<file path="config.mk">
export PLATFORM = sky130hd
export DESIGN_NAME = shift_reg_ctrl
export DESIGN_NICKNAME = d
export VERILOG_FILES = /design/src/rtl/shift_reg_ctrl.sv
export SDC_FILE = /design/constraint.sdc
export NUM_CORES = 1
export LEC_CHECK = 0
export ABC_AREA = 1
export CORE_AREA = 2 2 43 49
export CTS_BUF_LIST = sky130_fd_sc_hd__clkbuf_4 sky130_fd_sc_hd__clkbuf_8 sky130_fd_sc_hd__clkbuf_16
export DETAILED_ROUTE_END_ITERATION = 16
export DIE_AREA = 0 0 45 51
export GPL_ROUTABILITY_DRIVEN = 0
export PLACE_DENSITY_LB_ADDON = 0.2
export SKIP_CTS_REPAIR_TIMING = 1
export SYNTH_ARGS = -nofsm -noshare
export SYNTH_HDL_FRONTEND = slang
export SYNTH_SLANG_ARGS = --single-unit
</file>
<file path="constraint.sdc">
create_clock -name clk -period 2.11 [get_ports clk]
set_input_delay 0.3165 -clock clk [delete_from_list [all_inputs] [get_ports clk]]
set_output_delay 0.3165 -clock clk [all_outputs]
set_load 0.05 [all_outputs]
</file>
<file path="src/rtl/shift_reg_ctrl.sv">
// Word-to-serial sequencer: accepts a parallel word over valid/ready, then
// streams it out one bit per DIV clocks in the selected bit order.
module shift_reg_ctrl #(
  parameter int unsigned WIDTH = 8,
  parameter int unsigned DIV   = 1
) (
  input  logic                       clk,
  input  logic                       rst,
  input  logic                       in_valid,
  output logic                       in_ready,
  input  logic [WIDTH-1:0]           in_data,
  input  logic                       in_lsb_first,
  input  logic                       abort,
  output logic                       ser_out,
  output logic                       ser_en,
  output logic                       busy,
  output logic                       done,
  output logic [$clog2(WIDTH+1)-1:0] bit_cnt
);

  localparam int unsigned CW = $clog2(WIDTH + 1);
  localparam int unsigned DW = (DIV > 1) ? $clog2(DIV) : 1;

  typedef enum logic [1:0] {
    IDLE  = 2'd0,
    SHIFT = 2'd1,
    DONE  = 2'd2
  } state_t;

  state_t           state_q, state_d;
  logic [WIDTH-1:0] sreg_q, sreg_d;
  logic             order_q, order_d;
  logic [DW-1:0]    div_q, div_d;
  logic [CW-1:0]    cnt_q, cnt_d;
  logic             ser_out_q, ser_out_d;
  logic             ser_en_q, ser_en_d;
  logic             busy_q, busy_d;
  logic             done_q, done_d;
  logic             div_last;

  assign div_last = (DIV == 1) ? 1'b1 : (div_q == DW'(DIV - 1));

  always_comb begin
    state_d = state_q;
    sreg_d  = sreg_q;
    order_d = order_q;
    div_d   = div_q;
    cnt_d   = cnt_q;
    case (state_q)
      IDLE: begin
        if (in_valid) begin
          sreg_d  = in_data;
          order_d = in_lsb_first;
          div_d   = '0;
          cnt_d   = '0;
          state_d = SHIFT;
        end
      end
      SHIFT: begin
        if (abort) begin
          div_d   = '0;
          cnt_d   = '0;
          state_d = IDLE;
        end else if (div_last) begin
          div_d  = '0;
          sreg_d = order_q ? (sreg_q >> 1) : (sreg_q << 1);
          cnt_d  = cnt_q + CW'(1);
          if (cnt_q == CW'(WIDTH - 1)) begin
            state_d = DONE;
          end
        end else begin
          div_d = div_q + DW'(1);
        end
      end
      DONE: begin
        cnt_d   = '0;
        state_d = IDLE;
      end
      default: begin
        state_d = IDLE;
      end
    endcase

    // Outputs are registered, so derive them from the next-state values.
    ser_en_d  = (state_d == SHIFT);
    ser_out_d = (state_d == SHIFT) &&
                (order_d ? sreg_d[0] : sreg_d[WIDTH-1]);
    busy_d    = (state_d != IDLE);
    done_d    = (state_d == DONE);
  end

  always_ff @(posedge clk) begin
    if (rst) begin
      state_q   <= IDLE;
      sreg_q    <= '0;
      order_q   <= 1'b0;
      div_q     <= '0;
      cnt_q     <= '0;
      ser_out_q <= 1'b0;
      ser_en_q  <= 1'b0;
      busy_q    <= 1'b0;
      done_q    <= 1'b0;
    end else begin
      state_q   <= state_d;
      sreg_q    <= sreg_d;
      order_q   <= order_d;
      div_q     <= div_d;
      cnt_q     <= cnt_d;
      ser_out_q <= ser_out_d;
      ser_en_q  <= ser_en_d;
      busy_q    <= busy_d;
      done_q    <= done_d;
    end
  end

  assign in_ready = (state_q == IDLE) && !rst;
  assign ser_out  = ser_out_q;
  assign ser_en   = ser_en_q;
  assign busy     = busy_q;
  assign done     = done_q;
  assign bit_cnt  = cnt_q;

endmodule
</file>
; Word level (Yosys, flattened, before mapping)
; Index checks and enable logic that the tools add are counted.
[op_classes]
n_reduce_logical = 9
n_mul = 0
addsub = 1
div = 0
shift = 0
bitwise_logic = 0
magnitude_cmp = 0
eq_ne = 7
n_mux = 14
[op_table]
columns = operator, n
row1 = $mux W8, 3
row2 = $pmux W8 S2, 1
row3 = $pmux W4 S3, 1
row4 = $mux W4, 2
row5 = $mux W2, 3
row6 = $add A4 B1 Y4 const B, 1
row7 = $eq A2 B1 Y1 const B, 2
row8 = $eq A2 B2 Y1 const B, 2
row9 = $eq A4 B3 Y1 const B, 1
row10 = $ne A2 B2 Y1 const B, 2
row11 = $pmux W2 S2, 1
row12 = $reduce_bool A2 Y1, 2
row13 = $mux W1, 3
row14 = $reduce_and A3 Y1, 1
row15 = $reduce_bool A3 Y1, 1
row16 = $logic_and A1 B1 Y1, 2
row17 = $logic_not A2 Y1, 1
row18 = $reduce_and A2 Y1, 1
row19 = $logic_not A1 Y1, 1
[totals]
in_bits = 13
word_cells = 40
ramBits = 0
memories = 0
latch_bits = 0
mem_bits_ro = 0
reg_bits = 19
output_inout_bits = 9

; Depth between registers and ports, before layout
[logic_depth]
word_depth = 6
depth_mapped = 8
mapped_depth_nobuf = 8

; Worst setup path after synthesis
; OpenSTA, ideal clock, no wires.
[synth_path]
path_kind = in2out
start = input rst
end = output in_ready
path_slack_ps = 625
n_path_buf = 1
arrival_ps = 1168
path_stages = 2
t_required_ps = 1794
path_cell_list = clkbuf_1 -> nor2_1
[synth_between]
elab_chain_len = 2
[synth_lines]
columns = item, line_no
row1 = from (decl), 8  ; input logic rst,
row2 = $logic_not A1 Y1, 116  ; assign in_ready = (state_q == IDLE) && !rst;
row3 = $logic_and A1 B1 Y1, 116
row4 = to (decl), 10  ; output logic in_ready,
; Every way passes these cells.

; Worst setup path in the final report
[layout_path]
start = register cnt_q[2] (netlist: bit_cnt[2])
end = output bit_cnt[2]
[layout_rtl]
columns = item, line_no
row1 = from (decl), 34  ; logic [CW-1:0] cnt_q, cnt_d;
row2 = from (signal assigned), 108  ; cnt_q <= cnt_d;
row3 = to (decl), 18  ; output logic [$clog2(WIDTH+1)-1:0] bit_cnt
; No word-level cell between the ends.

==> results by group <==
Cells and area
  • Area Overhead vs Synth: 31.5%
  • ANT cells: 0
  • Layout cells sized above 1: 5.84%
  • Core Util, Final: 60.8%
  • Area occupied by multi-input gates: 428 um^2
  • Net total in the final layout: 169
  • Final non-filler cell total: 173
  • # fillers: 171
  • Sequential Area: 380 um^2

STA
  • Number of max-slew violations in the final report: 0
  • Worst setup margin: 0.246 ns
  • Period utilization: 88.3%
  • Worst-Margin Slew: 0.514 ns
  • Final setup vio count: 0
  • RSZ-0062 raised after global routing: no
  • Minimum clock period: 1.86 ns
  • Fmax: 0.537 GHz
  • Fin Setup TNS: 0 ns
  • Final Skew: 0.00430 ns
  • Final hold vios: 0
  • Max_slew headroom: 65.6%

CTS
  • Clk slew on worst S/H paths: 0.11 ns
  • H-tree lvl count: 1
  • Clk Latency, worst-skew pair: 0.29 ns
  • Max Root-Sink Buffers: 2
  • TritonCTS buffer count: 3
  • CTS tree: built
  • CTS Sinks: 19
  • Clk root buf: clkbuf_4

Routing
  • DRC violations left: 0
  • Post-detailed-route wirelength per cell: 10.5 um
  • Initial drt markers: 15
  • Final ANT Viol Nets: 0
  • Vias/cell: 5.19
  • Drt pass-1 iters: 5
  • Via Count: 898
  • Routed WL: 1810 um

Critical path
  • CP Max Fanout: 6
  • Worst setup path startpoint: bit_cnt[2]
  • Crit Reg-Reg Startpoint: state_q[1]
  • Critical Path, Cell by Cell: clkdlybuf4s50_1
  • WP data arrival: 1.55 ns
  • Critical Setup Path Class: reg2out
  • Crit-path leading delay family: buffers and inverters
  • CP bufs+invs: 1
  • CP Data Required Time: 1.79 ns
  • CP max-delay cell: clkdlybuf4s50_1
  • Startpoint type of the worst setup path: flop
  • Crit. End Element: output pin
  • Critical Path Max Stage Delay: 0.83 ns

Floorplan
  • Initial Utilization: 46.3%
  • Die extent in x: 45 um
  • Die Y: 51 um
  • # rows: 17
  • # IOs: 22
  • Die ar.: 2300 um^2
  • Core ar.: 1870 um^2

Pwr
  • Peak supply drop: 0.000396 V
  • Tot Pwr: 0.730 mW
  • Pwr Density: 641 nW/um^2
  • Sw power: 0.205 mW
  • Clock power share: 26.3%
  • Switching fraction of total power: 28.1%
  • Leak: 0.497 nW
  • Seq pwr share: 53.6%
  • Internal power: 0.525 mW
  • Comb power frac: 20.1%

GRT
  • Grt ovf: 0
  • GRT Total Usage: 17.9%
  • Grt peak-use layer: met2
  • Vias in the first global route: 808
  • Met2 Resource Use GR: 30.7%
  • Initial antenna violation count: 0
  • Global-route wire length before repair: 3120 um
  • Met3 global-route usage: 3.18%
  • Largest net degree at the start of global routing: 15
  • Met1 usage: 21.0%

Hold path
  • Hold_sp: sreg_q[5]
  • Hold WC Path Type: reg2reg

Place
  • Setup WS pre-CTS: 0.466 ns
  • Post-Place Cells: 169
  • Port buffer count: 21
  • Hpwl dp: 1420 um

Logic synthesis
  • Yosys cell types: 17
  • Synth Instances: 130
  • Mapped cell area: 866 um^2
  • Post-Synth Simple-Gate Area: 37.9%
  • Post-Synth Adder-Cell Area: 1.45%
  • FF+latch count, synth: 19
  • Sequential-to-total area share from yosys stat: 43.9%
  • Mapped Avg Cell Area: 6.66 um^2
  • Compound-Gate Fraction of Synth Area: 9.10%
  • Multiplexer share of the synthesized area: 0%
  • Post-synth net total: 144
  • Synth warn: 0
  • XOR/XNOR Fraction of Synth Area: 1.01%
  • Main combinational cell family by area after synthesis: simple AND/OR/NAND/NOR gates

Status
  • Run status: completed

Flow run
  • Max-cap viol count: 0
-- cell usage after synthesis --
cell / n / area, um^2
nor3_1: 2 / 10.0
o21ai_0: 3 / 15.0
a31oi_1: 7 / 43.8
nand3_1: 8 / 40.0
clkbuf_1: 1 / 3.75
buf_2: 1 / 5.00
and3_1: 1 / 6.26
ha_1: 1 / 12.5
nand2_1: 52 / 195
nand4_1: 2 / 12.5
nor2_1: 12 / 45.0
nor2_2: 2 / 12.5
inv_1: 13 / 48.8
a21oi_1: 4 / 20.0
xnor2_1: 1 / 8.76
or2_2: 1 / 6.26
dfxtp_1: 19 / 380
-- metal layers --
| layer | part of all wire, % | vias up |
|---|---|---|
| li1 | - | 463 |
| met5 | 0 | - |
| met3 | 5.0 | 4 |
| met2 | 49 | 24 |
| met1 | 45 | 407 |
| met4 | 1.5 | 0 |
-- cells in the final DEF, fill, tap and decap left out, drive strengths merged --
cell           instances
nand2                 52
clkdlybuf4s50         20
dfxtp                 19
nor2                  14
inv                   13
nand3                  8
a31oi                  7
a21oi                  4
clkbuf                 4
o21ai                  3
nor3                   2
nand4                  2
buf                    2
xnor2                  1
and3                   1
or2                    1
ha                     1
-- final timing paths --
path	to	slack, ns	cells after the start
worst max-delay path	bit_cnt[2]	0.25	1
worst max register to register	bit_cnt[0]	0.80	5
worst min register to register	sreg_q[5]	0.49	2
worst min-delay path	sreg_q[5]	0.49	2
-- final cells by class --
type                    count  share of cell area, %
repair buffers             22                   20.0
multi-input cells          96                   37.6
inverters                  13                   4.29
clock buffers               4                   2.64
flip-flops and latches     19                   33.4
well taps                  19                   2.09
-- sequential cells by signal, indices dropped and copies added, names as in the netlist --
| signal | flops |
|---|---|
| sreg_q | 8 |
| bit_cnt | 4 |
| state_q | 2 |
| busy | 1 |
| done | 1 |
| order_q | 1 |
| ser_en | 1 |
| ser_out | 1 |
-- metrics by stage --
step                      hold WS [ns]  instance area [um^2]
after detailed placement         0.479                  1110
after CTS                        0.497                  1140
after floorplan                  0.386                   866
final                            0.490                  1140
after global placement           0.479                  1110
after global routing             0.528                  1140
-- power groups by stage --
stage	registers, mW	clock network (mW)	logic (mW)
floorplan	0.417	0	0.0706
global placement	0.400	0	0.145
detailed placement	0.400	0	0.147
CTS	0.391	0.195	0.148
global route	0.394	0.215	0.162
finish	0.392	0.192	0.147
-- cell families (layout without fill, tap and decap cells) --
group	Yosys count	count (layout)
adder cells (fa/ha/maj)	1	1
AO/OA/AOI/OAI	14	14
XOR/XNOR	1	1
AND/OR/NAND/NOR	80	80
flip-flops	19	19
buffers and inverters	15	39
Power figures use the tool's default switching activity.
